<file path="config.mk">
export PLATFORM = sky130hd
export DESIGN_NAME = iterative_multiplier
export DESIGN_NICKNAME = d
export VERILOG_FILES = /design/src/rtl/iterative_multiplier.sv
export SDC_FILE = /design/constraint.sdc
export NUM_CORES = 1
export LEC_CHECK = 0
export BUFFER_PORTS_ARGS = -buffer_cell sky130_fd_sc_hd__buf_2
export CORE_MARGIN = 2
export CORE_UTILIZATION = 45
export DETAILED_ROUTE_END_ITERATION = 7
export PLACE_DENSITY = 0.69
export SYNTH_ARGS = -nofsm -noshare
export SYNTH_HDL_FRONTEND = slang
export SYNTH_SLANG_ARGS = --single-unit
</file>
<file path="constraint.sdc">
create_clock -name clk -period 6.7 [get_ports clk]
set_input_delay 1.675 -clock clk [delete_from_list [all_inputs] [get_ports clk]]
set_output_delay 1.675 -clock clk [all_outputs]
set_load 0.01 [all_outputs]
</file>
<file path="src/rtl/iterative_multiplier.sv">
// Multi-cycle shift-add multiplier: WIDTH add/shift iterations on operand magnitudes,
// followed by one sign-fixup cycle. Start/busy/done handshake toward the control unit.
module iterative_multiplier #(
  parameter int WIDTH = 32
) (
  input  logic                 clk,
  input  logic                 reset,
  input  logic                 start,
  input  logic                 is_signed,
  input  logic [WIDTH-1:0]     a,
  input  logic [WIDTH-1:0]     b,
  output logic                 busy,
  output logic                 done,
  output logic [2*WIDTH-1:0]   product
);

  localparam int CW = (WIDTH > 1) ? $clog2(WIDTH) : 1;

  typedef enum logic [1:0] {
    IDLE = 2'd0,
    RUN  = 2'd1,
    SIGN = 2'd2
  } state_t;

  state_t             state, state_next;
  logic [WIDTH-1:0]   mcand;
  logic [WIDTH-1:0]   mplier;
  logic [WIDTH-1:0]   upper;
  logic               neg;
  logic [CW-1:0]      count;

  logic [WIDTH-1:0]   a_mag, b_mag;
  logic [WIDTH:0]     sum;
  logic [2*WIDTH-1:0] acc, result;
  logic               last;

  // The magnitude of the most-negative value still fits unsigned in WIDTH bits.
  always_comb begin
    a_mag  = (is_signed && a[WIDTH-1]) ? -a : a;
    b_mag  = (is_signed && b[WIDTH-1]) ? -b : b;
    sum    = {1'b0, upper} + {1'b0, mcand};
    acc    = {upper, mplier};
    result = neg ? -acc : acc;
    last   = (count == CW'(WIDTH - 1));
  end

  // NOTE: sequential state uses non-blocking assignments so every register
  // samples the pre-edge values, independent of statement order.
  always_ff @(posedge clk or posedge reset) begin
    if (reset) state <= IDLE;
    else       state <= state_next;
  end

  // NOTE: default assignment first so no path leaves state_next unassigned (no latch).
  always_comb begin
    state_next = state;
    case (state)
      IDLE:    if (start) state_next = RUN;
      RUN:     if (last)  state_next = SIGN;
      SIGN:    state_next = IDLE;
      default: state_next = IDLE;
    endcase
  end

  assign busy = (state != IDLE);

  // The carry of each partial sum shifts into the top of upper, so it is never dropped.
  always_ff @(posedge clk or posedge reset) begin
    if (reset) begin
      mcand   <= '0;
      mplier  <= '0;
      upper   <= '0;
      neg     <= 1'b0;
      count   <= '0;
      done    <= 1'b0;
      product <= '0;
    end else begin
      done <= 1'b0;
      case (state)
        IDLE: begin
          if (start) begin
            mcand  <= a_mag;
            mplier <= b_mag;
            upper  <= '0;
            count  <= '0;
            neg    <= is_signed & (a[WIDTH-1] ^ b[WIDTH-1]);
          end
        end
        RUN: begin
          if (mplier[0]) {upper, mplier} <= {sum, mplier[WIDTH-1:1]};
          else           {upper, mplier} <= {1'b0, upper, mplier[WIDTH-1:1]};
          count <= count + 1'b1;
        end
        SIGN: begin
          product <= result;
          done    <= 1'b1;
        end
        default: ;
      endcase
    end
  end

endmodule
</file>
==> results.toml, run 1 <==
[clock_network]
cts.sinks = 169
cts_max_level = 4
tritoncts = "done"
cts_buffer_depth = 2
clkLatencyLatePin_ns = 0.44
cts_buffers = 17
cts.root.buffer_cell = "clkbuf_16"
clk_pin_slew_ns = 0.07
cts_setup_buffers = 0
post_cts_resized = 0
postCtsHoldBufs = 0

[outcome]
outcome = "complete, no violations"

[detailed_routing]
drc_errors = 0
firstDrtPassIters = 8
detail-route-antenna-nets = 0
drt_iter0_markers = 815
vias_per_cell = 5.62
totalWireLength_um = 27400
vias = 9408
wl_per_cell_um = 16.4

[power]
cellPowerDensity_nw_per_um2 = 456
vdd_ir_drop_max_mv = 0.206
p_leak_nw = 5.31

[sta]
maxSlewViolCount = 0
finalHoldViolCount = 0
fin_skew_ns = 0.0106
fin_tns_setup_ns = 0
finalSetupViolCount = 0
worstMarginPinSlew_ns = 1.25
grt_setup_unrepaired = "false"
fin_ws_ns = 3.01
relSlewSlack = 0.144
fmax_mhz = 271
hold_slack_ns = 0.472
layout_min_cycle_time_ns = 3.69
fin_crit_sh = 0.550

[placement]
dpl.hpwl_um = 20500
gp_congestion = 0.934
place_ws_ns = 2.55
numPortBuffers = 133

[global_routing]
track_usage = 0.224
overflow = 0
grt_pass1_vias = 8575
grt_pass1_wl_um = 44400
grt_max_degree = 130
antenna_found_initial = 0

[critical_path]
path_cells = "buf_2 -> or4_1 -> nor3_1 -> nand4b_1 -> nor2_1 -> nand2_1 -> o41ai_1 -> xor2_1 -> o21ai_0"
cp_top_family = "simple AND/OR/NAND/NOR gates"
path_buf_inv = 1
required_ns = 6.99
cp_slowest_cell = "or4_1"
worstReg2RegStart = "mplier[0]$_DFFE_PP0P_"
slowest_delay_ns = 0.56
startpoint = "a[0]"
cp_max_fo = 5
cp.arrival_ns = 3.98
critPathKind = "in -> reg"
worstSetupEndpointType = "flop"
startpoint_type = "primary input"

[floorplanning]
initial_core_util = 0.458
dieWidth_um = 159
rows = 56
die_h_um = 159
die_area_um2 = 25100
coreArea_um2 = 23500
ioPinCount = 134

[synthesis]
synth_top_cells_by_count = "o21ai_0, nand2_1, dfrtp_1, xor2_1, clkbuf_1"
syn_area_um2 = 10700
yosysTopAreaCellShare = 0.394
ys_seq_area_frac = 0.394
synth_compound_area_frac = 0.234
syn_avg_cell_area_um2 = 8.59
yosys_warnings = 0
synth_top_family_by_area = "compound AO/OA/AOI/OAI gates"
ys_async_sr_fraction = 1.00
synth_top_cell_by_area = "dfrtp_1"
yosys.cell_count.top_type = "o21ai_0"
synth_cells = 1251
ys_ff_latch = 169
synth_xor_area_frac = 0.117
synthTopCellsByArea = "dfrtp_1, o21ai_0, xor2_1"
synth_top_flop_cell = "dfrtp_1"
synthAdderAreaFrac = 0.0449
yosysUniqueCellTypes = 60
synth_fp_nets = 1357
yosys.area_share.simple = 0.168
synth_mux_area_frac = 0.0121
synth-edff-count = 0

[finish]
area_growth_pct = 13.8
nNetsFinal = 1447
antenna_cells = 0
drive_above_1_share = 0.139

[min_path]
hold_path_class = "reg -> reg"
holdCritStartpoint = "product[53]$_DFFE_PP0P_"

[flow_run]
maxCapViolations = 0
[flip-flops by register name, indices dropped and copies added (netlist names)]
name,flops
state,2
mplier,32
product,64
upper,32
done,1
mcand,32
neg,1
count,5
[cells by family after synthesis]
| kind of cell | count (synthesis) |
|---|---|
| adders and majority gates | 38 |
| and+or+nand+nor | 384 |
| buffers and inverters | 88 |
| DFF | 169 |
| xor gates and xnor gates | 143 |
| muxes | 13 |
| AOI/OAI and AO/OA | 416 |
[routing by layer]
metal / wire [um] / GRT usage / up-vias
met2: 11900 / 0.343 / 299
li1: - / - / 4711
met1: 13400 / 0.331 / 4376
met4: 270 / 0.0459 / 0
met3: 1770 / 0.0400 / 22
met5: 0 / 0 / -
[layout by cell type, fill, tap and decap left out, types with 3 or more instances in the layout]
cell type  count
a22oi_1       40
nor4_1        15
nand4_1       10
buf_4          7
ha_1          37
inv_8          3
or4_1         13
or4_4          3
or2_2          3
and3_1         8
xnor2_1       45
a21boi_0       3
a211oi_1      12
o211ai_1       4
a21oi_1       65
o21ai_0      195
nand3_1       21
dfrtp_1      169
buf_2        133
a21o_1        13
inv_1         17
clkbuf_16     17
a211o_1        4
o21bai_1       3
nor3_1        24
mux2i_1       13
nor2_1        57
a31oi_1        8
o21a_1         3
inv_6          8
o41ai_1       11
nand2b_1      10
o31ai_1       37
or3_1         12
a221o_1        3
xor2_1        98
nand2_1      180
and2_1         9
[final timing paths]
kind | to | slack (ns) | cells past startpoint
setup / recovery | mcand[29]$_DFFE_PP0P_ | 3.01 | 9
min in group asynchronous | product[40]$_DFFE_PP0P_ | 1.26 | 2
hold / removal | product[53]$_DFFE_PP0P_ | 0.47 | 2
hold reg to reg | product[53]$_DFFE_PP0P_ | 0.47 | 2
setup reg to reg | product[43]$_DFFE_PP0P_ | 3.03 | 8
max in group asynchronous | product[6]$_DFFE_PP0P_ | 4.30 | 3
[worst reg2reg max path: cells and delay by family, from the launching register on]
family,cells,cell delay [ns]
AO/OA/AOI/OAI,2,0.37
flip-flops,1,0.72
buffers and inverters,1,0.57
AND/OR/NAND/NOR,4,1.66
XOR/XNOR,1,0.19
[area by class of cell]
class                           instances  area [um^2]
Clock buffer                           17          425
Inverter                               19         76.3
Clock inverter                         15          176
Fill cell                            2257        11200
Tap cell                              319          399
Multi-Input combinational cell        994         6210
Sequential cell                       169         4230
Timing Repair Buffer                  140          718
[report_power, final]
group / switching (mW) / internal (mW) / leakage (nW)
clock network: 0.456 / 0.565 / 0.296
logic: 1.56 / 1.14 / 2.96
registers: 0.505 / 1.35 / 2.05
total: 2.52 / 3.05 / 5.31
[metrics by stage]
step            util  cell area, um^2  std cells  power [mW]
3_5_place_dp   0.495            11600       1641        4.52
4_1_cts        0.521            12200       1673        5.56
3_3_place_gp   0.495            11600       1641        4.47
2_1_floorplan      -            10700       1251        3.84
6_report       0.521            12200       1673        5.58
5_1_grt        0.521            12200       1673        6.05
Power figures use the tool's default switching activity.
==> inputs of run 2 (changes only) <==
- ABC_AREA: default -> 1
- clock period: 6.7 -> 3.8 ns (I/O delays scaled with it)
==> run 2 against run 1 <==
Flip-flop and latch count unchanged; global-route usage rose by 5.3 points; critical path type is now reg -> reg; design area rose by 21%; first-iteration DRC count grew 36%; via count is 45% higher; non-clock buffer count increased by 8; core utilization shrank 0.70 points; clock skew is 0.0029 ns higher; critical path depth increased by 5; worst setup slack worse by 1.7 ns; critical endpoint is now upper[23]$_DFFE_PP0P_; routed wire length grew 53%.
==> results.toml, run 2 <==
[critical_path]
critPathKind = "reg -> reg"
crit_top_cell = "nand2_1"
cp_slowest_cell = "dfrtp_1"
slowest_delay_ns = 0.51
worstSetupEndpointType = "flop"
cp_max_fo = 5
required_ns = 4.18
cp.arrival_ns = 2.83
path_cells = "ha_1 -> inv_1 -> fa_1 -> inv_1 -> nand3_1 -> nand3_1 -> nand2_1 -> nand2_1 -> nand2_1 -> nand3_1 -> nand2_1 -> nand3_1 -> nand2_1 -> nand2_1"
startpoint_type = "flop"

[synthesis]
syn_area_um2 = 13200
synth_top_cells_by_count = "nand2_1, inv_1, nor2_1, nand3_1, dfrtp_1"
synthTopCellsByArea = "dfrtp_1, nand2_1, inv_1"
synth-edff-count = 0
ys_async_sr_fraction = 1.00
yosysUniqueCellTypes = 45
syn_avg_cell_area_um2 = 6.34
yosys_warnings = 0
yosys.cell_count.top_type = "nand2_1"
synth_fp_nets = 2181
ys_ff_latch = 169
ys_seq_area_frac = 0.321
synth_top_flop_cell = "dfrtp_1"
synth_cells = 2075
yosysTopAreaCellShare = 0.321
synth_top_cell_by_area = "dfrtp_1"

[clock_network]
cts_buffer_depth = 2
postCtsHoldBufs = 0
post_cts_resized = 0
cts.sinks = 169
clkLatencyLatePin_ns = 0.44
clk_pin_slew_ns = 0.07
cts_max_level = 4
cts_buffers = 17
cts.root.buffer_cell = "clkbuf_16"
cts_setup_buffers = 0
tritoncts = "done"

[global_routing]
grt_pass1_vias = 12400
grt_pass1_wl_um = 67100
track_usage = 0.277
overflow = 0
antenna_found_initial = 0
grt_max_degree = 93

[power]
clkPwrFrac = 0.146
combPwrFrac = 0.571
p_sw_mw = 6.66
vdd_ir_drop_max_mv = 0.390
p_int_mw = 5.87
p_seq_frac = 0.283
p_leak_nw = 7.46
cellPowerDensity_nw_per_um2 = 847
switching_share = 0.531

[sta]
fin_crit_sh = 0.645
grt_setup_unrepaired = "false"
finalSetupViolCount = 0
layout_min_cycle_time_ns = 2.45
relSlewSlack = 0.387
maxSlewViolCount = 0
fin_ws_ns = 1.35
fin_skew_ns = 0.0135
fmax_mhz = 408
fin_tns_setup_ns = 0
worstMarginPinSlew_ns = 0.919
finalHoldViolCount = 0

[outcome]
outcome = "complete, no violations"

[detailed_routing]
wl_per_cell_um = 16.2
drt_iter0_markers = 1111
detail-route-antenna-nets = 0
vias = 13600
totalWireLength_um = 41800
drc_errors = 0
firstDrtPassIters = 5
vias_per_cell = 5.28

[floorplanning]
die_area_um2 = 30600
ioPinCount = 134
die_h_um = 175
coreArea_um2 = 28800
initial_core_util = 0.457
dieWidth_um = 175
rows = 62

[finish]
regMostFlops = "product"
mostFrequentLayoutCells = "nand2_1, inv_1, nor2_1"
drive_above_1_share = 0.116
multiInputGateArea_um2 = 7680
layout_commonest_cell = "nand2_1"
fill_cells = 3016
nNetsFinal = 2287
largest_reg_flops = 64
design_area_um2 = 14800
register_area_um2 = 4230
area_growth_pct = 12.4
antenna_cells = 0

[placement]
dpl.hpwl_um = 33000
numPortBuffers = 133
placed_cell_area_um2 = 14200
place_ws_ns = 1.14
gp_congestion = 0.929

[flow_run]
maxCapViolations = 0

[min_path]
hold_path_class = "in -> async"
## run 2: cell count changes after synthesis, moves of 25 or more
cell,change
xnor2_1,-44
o31ai_1,-35
nand3_1,+151
xor2_1,-38
inv_1,+239
buf_2,+25
nor2_1,+160
o21ai_0,-78
nand2_1,+521
clkbuf_1,-38
## run 2: cell type report
class,instances,area share
clock inverters,14,0.0113
flip-flops and latches,169,0.286
inverters,264,0.0672
well taps,384,0.0325
repair buffers,148,0.0551
clock buffers,17,0.0288
multi-input cells,1581,0.519
## run 2: through the flow
| step | hold slack, ns | utilization | std cells | total power [mW] |
|---|---|---|---|---|
| 2_1_floorplan | 0.455 | - | 2075 | 8.44 |
| 3_3_place_gp | 0.459 | 0.493 | 2546 | 10.4 |
| 3_5_place_dp | 0.463 | 0.493 | 2546 | 10.6 |
| 4_1_cts | 0.458 | 0.514 | 2577 | 12.4 |
| 5_1_grt | 0.460 | 0.514 | 2577 | 13.7 |
| 6_report | 0.454 | 0.514 | 2577 | 12.5 |
## run 2: layer usage
layer	share of wire	GRT usage	vias to the layer above
met5	0	0	-
met4	0.018	0.0667	0
met3	0.066	0.0366	33
met2	0.41	0.405	495
met1	0.50	0.428	6250
li1	-	-	6841
## run 2: cell families after synthesis
kind of cell	count (synthesis)	synth area share
and+or+nand+nor	1202	0.387
buffers and inverters	325	0.0956
AOI/OAI and AO/OA	280	0.119
DFF	169	0.321
xor gates and xnor gates	61	0.0406
adders and majority gates	38	0.0367
## run 2: final timing paths
kind	end	cells past startpoint	slack (ns)	from
max	upper[23]$_DFFE_PP0P_	14	1.35	upper[0]$_DFFE_PP0P_
max reg2reg	upper[23]$_DFFE_PP0P_	14	1.35	upper[0]$_DFFE_PP0P_
min reg2reg	product[38]$_DFFE_PP0P_	2	0.48	product[38]$_DFFE_PP0P_
max in group asynchronous	neg$_DFFE_PP0P_	3	2.70	reset
min	product[62]$_DFFE_PP0P_	2	0.45	reset
min in group clk	product[38]$_DFFE_PP0P_	2	0.48	product[38]$_DFFE_PP0P_
## run 2: power by group through the flow
stage               clock network, mW  logic (mW)  registers (mW)
floorplan                           0        5.35            3.09
global placement                    0        6.93            3.51
detailed placement                  0        7.04            3.51
CTS                              1.84        7.09            3.49
global route                     1.92        8.20            3.61
finish                           1.83        7.15            3.55
## run 2: critical path: cells and delay by family (launching register included)
| kind | cells | cell delay [ns] |
|---|---|---|
| simple gates | 10 | 1.03 |
| fa+ha+maj | 2 | 0.66 |
| flops | 1 | 0.51 |
| buf+inv | 2 | 0.20 |
==> inputs of run 3 (changes only) <==
- ABC_AREA: 1 -> 0
- clock period: 3.8 -> 2.4 ns (I/O delays scaled with it)
==> run 3 against run 2 <==
Worst hold slack worse by 0.31 ns; count of clock-buffer cells in the layout grew 4; critical path depth down 5; non-clock buffer count rose by 244; flip-flop and latch count unchanged; the flow now finishes with violations (negative setup slack); clock power increased by 53%; register-to-register slack worse by 2.2 ns; power grew 64%; core utilization is 14 points higher; global-route usage fell by 1.9 points; largest cell class unchanged.
==> results.toml, run 3 (synthesis gave the netlist of run 1 again) <==
[clock_network]
cts_max_level = 4
cts.root.buffer_cell = "clkbuf_16"
clk_pin_slew_ns = 0.07
tritoncts = "done"
clkLatencyLatePin_ns = 0.43
postCtsHoldBufs = 0
cts.sinks = 169
cts_buffer_depth = 2
cts_buffers = 17

[sta]
relSlewSlack = 0.557
layout_min_cycle_time_ns = 3.25
fin_crit_sh = 1.36
worstMarginPinSlew_ns = 0.663
fin_ws_ns = -0.852
fin_tns_setup_ns = -22.58
fmax_mhz = 307
grt_setup_unrepaired = "true"
finalSetupViolCount = 59
finalHoldViolCount = 0
maxSlewViolCount = 0
fin_skew_ns = 0.0122

[placement]
placed_cell_area_um2 = 13800
numPortBuffers = 133
dpl.hpwl_um = 23900
gp_congestion = 0.967
place_ws_ns = -0.830

[critical_path]
critical_path_depth = 9
startpoint = "mplier[10]$_DFFE_PP0P_"
worstReg2RegStart = "mplier[10]$_DFFE_PP0P_"
cp_max_fo = 3
slowest_delay_ns = 0.55
path_buf_inv = 1
cp.arrival_ns = 3.55
reg2reg_depth = 9
path_cells = "or3_4 -> or4_4 -> or3b_4 -> buf_6 -> or2_4 -> or4_4 -> o41ai_4 -> xor2_1 -> o21ai_1"
startpoint_type = "flop"
worstSetupEndpointType = "flop"
required_ns = 2.70
cp_slowest_cell = "or4_4"
crit_top_cell = "or4_4"
cp_top_family = "simple AND/OR/NAND/NOR gates"
critPathKind = "reg -> reg"

[detailed_routing]
totalWireLength_um = 32400
drc_errors = 0
vias_per_cell = 5.60
drt_iter0_markers = 675
vias = 10800
firstDrtPassIters = 5
detail-route-antenna-nets = 0
wl_per_cell_um = 16.8

[finish]
regMostFlops = "product"
area_growth_pct = 42.7
largest_reg_flops = 64
nNetsFinal = 1699
layout_commonest_cell = "buf_4"
drive_above_1_share = 0.354
design_area_um2 = 15300
mostFrequentLayoutCells = "buf_4, nand2_1, dfrtp_1"
antenna_cells = 0
fill_cells = 1864

[global_routing]
overflow = 0
grt_pass1_vias = 10300
grt_max_degree = 87
grt_pass1_wl_um = 51300
track_usage = 0.258
antenna_found_initial = 0

[floorplanning]
die_area_um2 = 25100
rows = 56
initial_core_util = 0.458
coreArea_um2 = 23500
die_h_um = 159
dieWidth_um = 159
ioPinCount = 134

[min_path]
hold_path_class = "in -> async"

[power]
cellPowerDensity_nw_per_um2 = 1340
vdd_ir_drop_max_mv = 0.586
p_leak_nw = 6.76
power_mw = 20.6

[outcome]
outcome = "finished with violations"
failed_checks = "negative setup slack"

[flow_run]
maxCapViolations = 0
run 3: changes by cell type in the layout (fill, tap and decap cells not counted), sizes merged, moves of 35 or more:
cell and change:
nand2 -533, inv -245, buf +244, nor2 -191, nand3 -162, o21ai +61
xnor2 +44, xor2 +38, o31ai +35
run 3: area by class of cell:
type / instances / area [um^2] / share of cell area
multi-input combinational: 994 / 7200 / 0.470
sequential: 169 / 4240 / 0.276
timing repair buffer: 392 / 2820 / 0.184
clock buffer: 21 / 460 / 0.0300
tap: 319 / 399 / 0.0260
clock inverter: 11 / 135 / 0.00881
inverter: 19 / 77.6 / 0.00506
run 3: worst paths after layout:
path,endpoint,slack [ns]
max,product[62]$_DFFE_PP0P_,-0.85
min reg2reg,product[9]$_DFFE_PP0P_,0.48
min in group clk,product[9]$_DFFE_PP0P_,0.48
max in group asynchronous,neg$_DFFE_PP0P_,1.43
min,product[46]$_DFFE_PP0P_,0.14
max reg2reg,product[62]$_DFFE_PP0P_,-0.85
run 3: power by group:
group	switching (mW)	leakage (nW)	internal, mW
Combinational	6.81	4.43	6.29
Clock	1.19	0.282	1.61
Sequential	0.877	2.05	3.78
Total	8.87	6.76	11.7
run 3: repair_timing:
item / 4_1_cts / 5_1_grt
buffers inserted: 9 / 12
gates resized for setup: 110 / 82
pin swaps: 66 / 64
gates cloned: 0 / 0
setup endpoints to repair: 64 / 69
run 3: per-layer routing:
metal  part of all wire  routed length, um  GRT usage
met1               0.44              14400      0.343
met2               0.48              15600      0.433
met3              0.051               1640     0.0411
met4              0.022                696     0.0798
met5                  0                  0          0
run 3: through the flow:
step	hold WS (ns)	cells	util
global route	0.160	1925	0.653
detailed placement	0.465	1875	0.590
global placement	0.457	1875	0.590
floorplan	0.449	1251	-
finish	0.145	1925	0.653
CTS	0.142	1914	0.637
